--- src/rtl/cas_fsk_player.sv ---
// Cassette image player: fetches the image in 8-byte groups, replaces each aligned
// header group with a 2400 Hz pilot, and sends all other bytes as framed FSK bits.
module cas_fsk_player #(
  parameter int HALF_1200   = 2237,
  parameter int HALF_2400   = 1119,
  parameter int LONG_PILOT  = 16000,
  parameter int SHORT_PILOT = 4000
) (
  input  logic        clk,
  input  logic        reset,
  input  logic        ce_5m3,
  input  logic        play,
  input  logic        rewind,
  input  logic [26:0] cas_size,
  output logic [26:0] ram_a,
  output logic        ram_rd,
  input  logic [7:0]  ram_di,
  input  logic        buff_mem_ready,
  output logic        cas_out,
  output logic        active,
  output logic [2:0]  dbg_state
);

  typedef enum logic [2:0] {
    IDLE  = 3'd0,
    FETCH = 3'd1,
    CHECK = 3'd2,
    PILOT = 3'd3,
    SEND  = 3'd4,
    DONE  = 3'd5
  } state_t;

  localparam logic [15:0] H12_LAST  = 16'(HALF_1200 - 1);
  localparam logic [15:0] H24_LAST  = 16'(HALF_2400 - 1);
  localparam logic [15:0] LONG_CNT  = 16'(LONG_PILOT);
  localparam logic [15:0] SHORT_CNT = 16'(SHORT_PILOT);

  state_t      state_q;
  logic [26:0] base_q;
  logic [26:0] ram_a_q;
  logic        ram_rd_q;
  logic [7:0]  buf_q [8];
  logic [3:0]  fidx_q;
  logic [3:0]  n_q;
  logic        first_hdr_q;
  logic [15:0] tick_q;
  logic [15:0] pilot_q;
  logic [1:0]  half_q;
  logic [3:0]  bit_q;
  logic [2:0]  byte_q;
  logic        cas_out_q;

  logic [26:0] fetch_addr_d;
  logic [26:0] base_send_d;
  logic [26:0] base_pilot_d;
  logic [7:0]  cur_byte_d;
  logic        cur_bit_d;
  logic [15:0] half_last_d;
  logic        half_end_d;
  logic [1:0]  halves_last_d;
  logic        hdr_match_d;

  assign fetch_addr_d = base_q + 27'(fidx_q);
  assign base_send_d  = base_q + 27'(n_q);
  assign base_pilot_d = base_q + 27'd8;

  assign hdr_match_d = (buf_q[0] == 8'h1F) && (buf_q[1] == 8'hA6) &&
                       (buf_q[2] == 8'hDE) && (buf_q[3] == 8'hBA) &&
                       (buf_q[4] == 8'hCC) && (buf_q[5] == 8'h13) &&
                       (buf_q[6] == 8'h7D) && (buf_q[7] == 8'h74);

  // Frame bit 0 is the start bit, 1..8 the data LSB first, 9..10 the stop bits.
  always_comb begin
    cur_byte_d = buf_q[byte_q];
    if (bit_q == 4'd0) cur_bit_d = 1'b0;
    else if (bit_q >= 4'd9) cur_bit_d = 1'b1;
    else cur_bit_d = cur_byte_d[3'(bit_q - 4'd1)];
    half_last_d   = (state_q == PILOT || cur_bit_d) ? H24_LAST : H12_LAST;
    half_end_d    = ce_5m3 && (tick_q == half_last_d);
    halves_last_d = cur_bit_d ? 2'd3 : 2'd1;
  end

  always_ff @(posedge clk or posedge reset) begin
    if (reset) begin
      state_q     <= IDLE;
      base_q      <= '0;
      ram_a_q     <= '0;
      ram_rd_q    <= 1'b0;
      for (int i = 0; i < 8; i++) buf_q[i] <= '0;
      fidx_q      <= '0;
      n_q         <= '0;
      first_hdr_q <= 1'b1;
      tick_q      <= '0;
      pilot_q     <= '0;
      half_q      <= '0;
      bit_q       <= '0;
      byte_q      <= '0;
      cas_out_q   <= 1'b0;
    end else if (rewind) begin
      state_q     <= IDLE;
      base_q      <= '0;
      ram_a_q     <= '0;
      ram_rd_q    <= 1'b0;
      fidx_q      <= '0;
      n_q         <= '0;
      first_hdr_q <= 1'b1;
      tick_q      <= '0;
      pilot_q     <= '0;
      half_q      <= '0;
      bit_q       <= '0;
      byte_q      <= '0;
      cas_out_q   <= 1'b0;
    end else begin
      case (state_q)
        IDLE: begin
          if (play) begin
            base_q <= '0;
            fidx_q <= '0;
            state_q <= (cas_size != 27'd0) ? FETCH : DONE;
          end
        end
        FETCH: begin
          // An issued read always completes; only new requests wait for play.
          if (ram_rd_q) begin
            if (buff_mem_ready) begin
              buf_q[fidx_q[2:0]] <= ram_di;
              fidx_q   <= fidx_q + 4'd1;
              ram_rd_q <= 1'b0;
            end
          end else if (play) begin
            if (fidx_q == 4'd8 || fetch_addr_d >= cas_size) begin
              n_q     <= fidx_q;
              state_q <= CHECK;
            end else begin
              ram_a_q  <= fetch_addr_d;
              ram_rd_q <= 1'b1;
            end
          end
        end
        CHECK: begin
          if (play) begin
            tick_q    <= '0;
            half_q    <= '0;
            cas_out_q <= 1'b1;
            if (n_q == 4'd8 && base_q[2:0] == 3'd0 && hdr_match_d) begin
              pilot_q <= first_hdr_q ? LONG_CNT : SHORT_CNT;
              state_q <= PILOT;
            end else begin
              bit_q   <= '0;
              byte_q  <= '0;
              state_q <= SEND;
            end
          end
        end
        PILOT: begin
          if (play && half_end_d) begin
            tick_q <= '0;
            if (half_q[0]) begin
              pilot_q <= pilot_q - 16'd1;
              half_q  <= '0;
              if (pilot_q == 16'd1) begin
                cas_out_q   <= 1'b0;
                first_hdr_q <= 1'b0;
                base_q      <= base_pilot_d;
                fidx_q      <= '0;
                state_q     <= (base_pilot_d >= cas_size) ? DONE : FETCH;
              end else begin
                cas_out_q <= 1'b1;
              end
            end else begin
              half_q    <= 2'd1;
              cas_out_q <= 1'b0;
            end
          end else if (play && ce_5m3) begin
            tick_q <= tick_q + 16'd1;
          end
        end
        SEND: begin
          if (play && half_end_d) begin
            tick_q <= '0;
            if (half_q == halves_last_d) begin
              half_q <= '0;
              if (bit_q == 4'd10) begin
                bit_q <= '0;
                if (byte_q == 3'(n_q - 4'd1)) begin
                  cas_out_q <= 1'b0;
                  base_q    <= base_send_d;
                  fidx_q    <= '0;
                  state_q   <= (base_send_d >= cas_size) ? DONE : FETCH;
                end else begin
                  byte_q    <= byte_q + 3'd1;
                  cas_out_q <= 1'b1;
                end
              end else begin
                bit_q     <= bit_q + 4'd1;
                cas_out_q <= 1'b1;
              end
            end else begin
              half_q    <= half_q + 2'd1;
              cas_out_q <= ~cas_out_q;
            end
          end else if (play && ce_5m3) begin
            tick_q <= tick_q + 16'd1;
          end
        end
        DONE: begin
          cas_out_q <= 1'b0;
          ram_rd_q  <= 1'b0;
        end
        default: state_q <= IDLE;
      endcase
    end
  end

  assign ram_a     = ram_a_q;
  assign ram_rd    = ram_rd_q;
  assign cas_out   = cas_out_q;
  assign dbg_state = state_q;
  assign active    = (state_q == FETCH) || (state_q == CHECK) ||
                     (state_q == PILOT) || (state_q == SEND);

endmodule

--- config.mk ---
export PLATFORM = sky130hd
export DESIGN_NAME = cas_fsk_player
export DESIGN_NICKNAME = d
export VERILOG_FILES = /design/src/rtl/cas_fsk_player.sv
export SDC_FILE = /design/constraint.sdc
export NUM_CORES = 1
export LEC_CHECK = 0
export CAP_MARGIN = 20
export CORE_AREA = 10 10 164 166
export DETAILED_ROUTE_END_ITERATION = 6
export DIE_AREA = 0 0 174 176
export GPL_TIMING_DRIVEN = 0
export PLACE_DENSITY = 0.74
export SLEW_MARGIN = 30
export SYNTH_ARGS = -nofsm -noshare
export SYNTH_HDL_FRONTEND = slang
export SYNTH_SLANG_ARGS = --single-unit
--- constraint.sdc ---
create_clock -name clk -period 5.3 [get_ports clk]
set_input_delay 0.795 -clock clk [delete_from_list [all_inputs] [get_ports clk]]
set_output_delay 0.795 -clock clk [all_outputs]
set_load 0.01 [all_outputs]
# Word-level counts from Yosys, hierarchy flattened
# Cells that the tools add are included.
[word_totals]
regBits = 173
input_bits = 41
output_inout_bits = 33
wordCells = 253
[classes]
addsub = 11
n_lt_le_gt_ge = 8
eq_ne = 41
n_mux = 117
bitwise = 4
n_reduce_logical = 51
[op_table]
columns = ["op", "count"]
rows = [
  ["$mux 27", 14],
  ["$mux 16", 9],
  ["$mux 4", 22],
  ["$ge 27x27->1", 3],
  ["$pmux 27 s3", 1],
  ["$mux 3", 24],
  ["$bwmux 64", 1],
  ["$pmux 16 s2", 2],
  ["$add 27x4->27", 2],
  ["$ne 3x3->1 const B", 17],
  ["$eq 8x8->1 const B", 4],
  ["$add 27x4->27 const B", 1],
  ["$reduce_bool 27->1", 1],
  ["$bmux 8 s3", 1],
  ["$demux 8 s3", 1],
  ["$mux 8", 3],
  ["$reduce_and 4->1", 6],
  ["$mux 1", 23],
  ["$pmux 3 s6", 1],
  ["$add 16x1->16 const B", 1],
  ["$eq 16x1->1 const B", 1],
  ["$eq 16x12->1", 1],
  ["$eq 8x5->1 const B", 2],
  ["$eq 8x7->1 const B", 2],
  ["43 further kinds", 89],
]

# Longest topological paths before layout
[depth]
ltp_word = 16
ltp_mapped = 19
mapped_depth_nobuf = 18

# Least setup slack after synthesis
# OpenSTA, ideal clock, no wires.
[synth_timing]
path_type = "register -> register"
startpoint = "register base_q[1]"
endpoint = "register state_q[1] (netlist: dbg_state[1])"
setup_time_ns = 0.121
arrival_ns = 4.205
required_ns = 5.179
slack_ns = 0.974
path_stages_with_launch = 17
n_path_buf = 0
synth_period_minus_slack_ns = 4.326
path_cell_list = "dfrtp_1 -> ha_1 -> a21o_1 -> a21o_1 -> a21oi_1 -> nand2b_1 -> or4b_2 -> xnor2_1 -> ha_1 -> and4_1 -> and3_1 -> a221o_1 -> a21oi_1 -> nor2_1 -> o31ai_1 -> o21ai_0 -> a22o_1"
[synth_between]
elab_chain_len = 7
elab_cells_between_ends = 12
cone_classes = "1 x add/sub; 1 x order compare; 1 x eq/ne; 4 x mux; 5 x reduce/logical"
[synth_lines]
columns = ["element", "line", "text"]
rows = [
  ["from (decl)", "39", "logic [26:0] base_q;"],
  ["from (signal assigned)", "164", "base_q <= base_pilot_d;"],
  ["from (signal assigned)", "187", "base_q <= base_send_d;"],
  ["parallel branches: the longest is 7 deep, another holds $add 27x4->27", "n/a", ""],
  ["to (signal assigned)", "119", "state_q <= (cas_size != 27'd0) ? FETCH : DONE;"],
  ["to (signal assigned)", "166", "state_q <= (base_pilot_d >= cas_size) ? DONE : FETCH;"],
  ["to (signal assigned)", "189", "state_q <= (base_send_d >= cas_size) ? DONE : FETCH;"],
  ["to (decl)", "38", "state_t state_q;"],
]
# Parallel ways; which one is timed is not known. The select of a mux whose other input is x is not followed.
# A chain may end at the register's enable or synchronous reset.

# Worst setup path in the final report
[layout_timing]
startpoint = "register base_q[1]"
endpoint = "register ram_a_q[25] (netlist: ram_a[25])"
[layout_between]
elab_chain_len = 6
elab_cells_between_ends = 10
cone_classes = "1 x add/sub; 1 x order compare; 1 x eq/ne; 5 x mux; 2 x reduce/logical"
[layout_lines]
columns = ["element", "line", "text"]
rows = [
  ["$add 27x4->27 *", "63", "assign fetch_addr_d = base_q + 27'(fidx_q);"],
  ["parallel branches: the longest is 5 deep, another holds $ge 27x27->1", "n/a", ""],
  ["to (signal assigned)", "135", "ram_a_q <= fetch_addr_d;"],
  ["to (decl)", "40", "logic [26:0] ram_a_q;"],
]
# Every way passes the cells marked *. The select of a mux whose other input is x is not followed.

==> flow_summary.yaml <==
clock_tree:
  cts_hold_buf: 0
  cts_tree: "built"
  cts_max_level: 4
  numCtsBuffers: 17
  clkTransAtPathRegs_ns: 0.09
  clock_sinks: 173
  cts_root_buf: "clkbuf_16"
  clk_latency_ns: 0.45
  clockBufferDepth: 2
floorplanning:
  die_area_sq_mm: 0.03062
  rows: 57
  initial_utilization: 0.5373
  design.core.area_sq_mm: 0.02382
  io_pins: 74
  die_h_microns: 176
  die_x_microns: 174
power:
  pwr-share-seq: 0.385
  ir_drop_mv: 0.2228
  p_switching_w: 0.001336
  p_leak_nw: 6.832
  powerDensity_mw_per_mm2: 249.3
  pwr-share-clk: 0.357
  combPwrFrac: 0.258
  intPower_w: 0.002357
  p_sw_frac: 0.3618
sta:
  fin_crit_sh: 0.9569
  period_minus_slack_ns: 5.072
  timing.hold.ws_ns: 0.5050
  setup_tns_ns: 0
  tightest_slew_ns: 0.9942
  max_slew_margin: 0.3201
  rsz0062_at_grt: "false"
  clock_skew_ns: 0.01550
  hold_viol: 0
  setup_viol_count_final: 0
  max_freq_mhz: 197.2
  drv_slew: 0
logic_synthesis:
  syn_area_sq_mm: 0.01280
  synthCells: 1335
  synth_flop_cell: "dfrtp_1"
  synth_edf_count: 0
  yosysSeqAreaShare: 0.3384
  synth-seq-cells: 173
  syn_avg_cell_area_sq_um: 9.587
  syn_nets: 1480
  synth_cell_types: 91
  ys_async_sr_fraction: 1.000
  ys_warn_count: 0
worst_hold_path:
  hold_class: "reg -> reg"
  min-delay-start: "ram_a[9]"
  min_path_cells: 1
  hold_end: "ram_a[9]"
final_layout:
  n_fill_cell: 2021
  drive_gt1_frac: 0.1476
  area_delta_synth_final_pct: 15.75
  finalNonFillerCells: 1774
  layout.nets: 1582
  n_antenna_cell: 0
setup_path:
  cp_top_family: "simple AND/OR/NAND/NOR gates"
  path_class: "reg -> reg"
  cp-end-kind: "flip-flop"
  r2r_end: "ram_a[25]"
  r2r_slack_ns: 0.23
  crit_fanout: 10
  cp_slowest_cell: "or4b_2"
  worstPathRequired_ns: 5.63
  worstPathArrival_ns: 5.40
  cpPeakStageDelay_ns: 0.72
  crit_buf_inv: 1
  worst_r2r_startpoint: "base_q[1]"
  cp-start-kind: "flip-flop"
  rr_worst_depth: 17
  path_cells: "ha_1 -> a21o_1 -> a21o_1 -> a21oi_1 -> nand2b_1 -> or4b_2 -> xnor2_1 -> ha_1 -> and4_1 -> and3_1 -> a221o_1 -> a21oi_2 -> nor2_1 -> nor3_2 -> a21oi_4 -> clkbuf_2 -> a22o_1"
place:
  numPortBuffers: 73
  placed_cells: 1740
  gp_congestion: 0.9649
  hpwlAfterDp_mm: 31.18
global_routing:
  grt_max_degree: 32
  grt_pass1_wl_mm: 62.89
  antenna_found_initial: 0
  grt_usage: 0.2579
  grt_pass1_vias: 11449
  grt.overflow.total: 0
routing:
  drtPass1Iterations: 5
  routed_wl_mm: 40.24
  vias: 11462
  viasPerCell: 6.461
  drc: 0
  wl_per_cell_microns: 22.68
  drtIter0Drc: 836
  postRouteAntennaNets: 0
run_status:
  outcome: "finished clean"
run:
  cap_violations: 0
[cell usage in the layout (no fill, tap or decap), drive strengths merged, types with 7 or more instances in the layout]
cell type | Yosys | routed
mux2 | 76 | 76
inv | 66 | 71
clkdlybuf4s50 | 0 | 73
mux2i | 16 | 16
nand4 | 30 | 30
nor4 | 24 | 24
a2111oi | 10 | 10
o22ai | 11 | 11
clkinv | 3 | 11
o31ai | 10 | 10
nor2b | 10 | 10
clkbuf | 41 | 58
a211oi | 8 | 8
nand3 | 53 | 53
nor3b | 7 | 7
buf | 20 | 30
xnor2 | 47 | 47
o21a | 7 | 7
nand2 | 89 | 89
nor3 | 30 | 30
a22o | 39 | 39
a22oi | 15 | 15
mux4 | 13 | 13
a21oi | 64 | 64
dfrtp | 172 | 172
xor2 | 28 | 28
nor2 | 92 | 92
a2bb2oi | 10 | 10
ha | 102 | 102
o211ai | 8 | 8
nand2b | 15 | 15
or3 | 14 | 14
a21o | 32 | 32
o21ai | 51 | 51
a21bo | 7 | 7
and3 | 15 | 15
[Yosys cell counts, types with 5 or more instances]
| library cell | count | share of area |
|---|---|---|
| or2_2 | 5 | 0.0024 |
| o22ai_1 | 11 | 0.0054 |
| o21a_1 | 7 | 0.0041 |
| ha_1 | 102 | 0.10 |
| nand2_1 | 88 | 0.026 |
| and4_1 | 5 | 0.0034 |
| nand4_1 | 30 | 0.015 |
| a2bb2oi_1 | 7 | 0.0048 |
| o221a_2 | 5 | 0.0044 |
| o21bai_1 | 5 | 0.0029 |
| and3_1 | 15 | 0.0073 |
| xnor2_1 | 47 | 0.032 |
| o2bb2ai_1 | 5 | 0.0034 |
| nand3_1 | 53 | 0.021 |
| a22o_1 | 39 | 0.027 |
| or3_1 | 14 | 0.0068 |
| inv_1 | 66 | 0.019 |
| nor2b_1 | 10 | 0.0049 |
| xor2_1 | 28 | 0.019 |
| dfrtp_1 | 172 | 0.34 |
| a21bo_2 | 7 | 0.0055 |
| nor4_1 | 21 | 0.010 |
| buf_2 | 11 | 0.0043 |
| a2111oi_0 | 6 | 0.0041 |
| a21oi_1 | 61 | 0.024 |
| nor3b_1 | 6 | 0.0035 |
| o211ai_1 | 8 | 0.0047 |
| clkbuf_1 | 41 | 0.012 |
| nand2b_1 | 15 | 0.0073 |
| mux4_2 | 12 | 0.021 |
| a31oi_1 | 6 | 0.0029 |
| mux2_2 | 75 | 0.066 |
| a211oi_1 | 8 | 0.0047 |
| mux2i_1 | 16 | 0.013 |
| o31ai_1 | 9 | 0.0053 |
| a22oi_1 | 14 | 0.0082 |
| o21ai_0 | 48 | 0.019 |
| and2_1 | 5 | 0.0024 |
| nor3_1 | 28 | 0.011 |
| nor2_1 | 92 | 0.027 |
| a21o_1 | 32 | 0.019 |
[flip-flops by register name (all words and copies together), names as in the netlist]
signal / flops
base_q: 27
bit_q: 4
buf_q: 64
byte_q: 3
cas_out: 1
dbg_state: 3
fidx_q: 4
first_hdr_q: 1
half_q: 2
n_q: 4
pilot_q: 16
ram_a: 27
ram_rd: 1
tick_q: 16
[kinds of logic after synthesis]
| logic type | Yosys count | share of synthesized area |
|---|---|---|
| and+or+nand+nor | 422 | 0.1737 |
| buffers and inverters | 130 | 0.04184 |
| xor gates and xnor gates | 76 | 0.05318 |
| adders and majority gates | 104 | 0.1028 |
| AOI/OAI and AO/OA | 325 | 0.1872 |
| muxes | 105 | 0.1028 |
| DFF | 173 | 0.3384 |
[area by class of cell]
cell class                 count  area (sq um)  area share
clock buffer                  17         425.4     0.02872
inverter                      69         262.8     0.01774
multi-input combinational   1032          8026      0.5418
buffer                        61         282.8     0.01909
tap                          324         405.4     0.02736
sequential                   173          4330      0.2923
timing repair buffer          83         885.9     0.05980
clock inverter                15         195.2     0.01318
[power by group through the flow]
| stage | logic (W) | clock network (W) | registers (W) |
|---|---|---|---|
| final | 0.000954 | 0.00132 | 0.00142 |
| after detailed placement | 0.000922 | 0 | 0.00144 |
| after global routing | 0.00102 | 0.00138 | 0.00143 |
| after global placement | 0.000892 | 0 | 0.00144 |
| after CTS | 0.000931 | 0.00132 | 0.00142 |
| after floorplan | 0.000595 | 0 | 0.00143 |
[metal layers]
layer  GRT usage  vias up  part of all wire
li1            -     5206                 -
met1      0.3241     5651              0.42
met2      0.4264      502              0.47
met3     0.04336      103             0.064
met4      0.1236        0             0.042
met5           0        -                 0
[metrics by stage]
step                instance area [sq um]  total power (W)    util  setup slack, ns
floorplan                           12800         0.002025       -           0.9738
global placement                    13940         0.002337  0.5851          -0.5547
detailed placement                  14120         0.002367  0.5929          -0.3354
CTS                                 14770         0.003668  0.6202          0.04626
global route                        14810         0.003825  0.6219          0.03873
finish                              14810         0.003693  0.6219           0.2284
[how the worst max path moves through the flow]
stage	slack (ns)	start	cells past startpoint	to
global placement	-0.55	base_q[1]	15	dbg_state[2]
global route	0.04	base_q[1]	17	ram_a[25]
floorplan	0.97	base_q[1]	16	dbg_state[1]
detailed placement	-0.34	base_q[0]	18	ram_a[24]
CTS	0.05	base_q[0]	17	dbg_state[2]
finish	0.23	base_q[1]	17	ram_a[25]
[what timing repair did]
item,in CTS,in global routing
buffers inserted,2,0
resized for setup,4,16
pin swaps,1,0
setup endpoints to repair,21,27
Power figures use the tool's default switching activity.
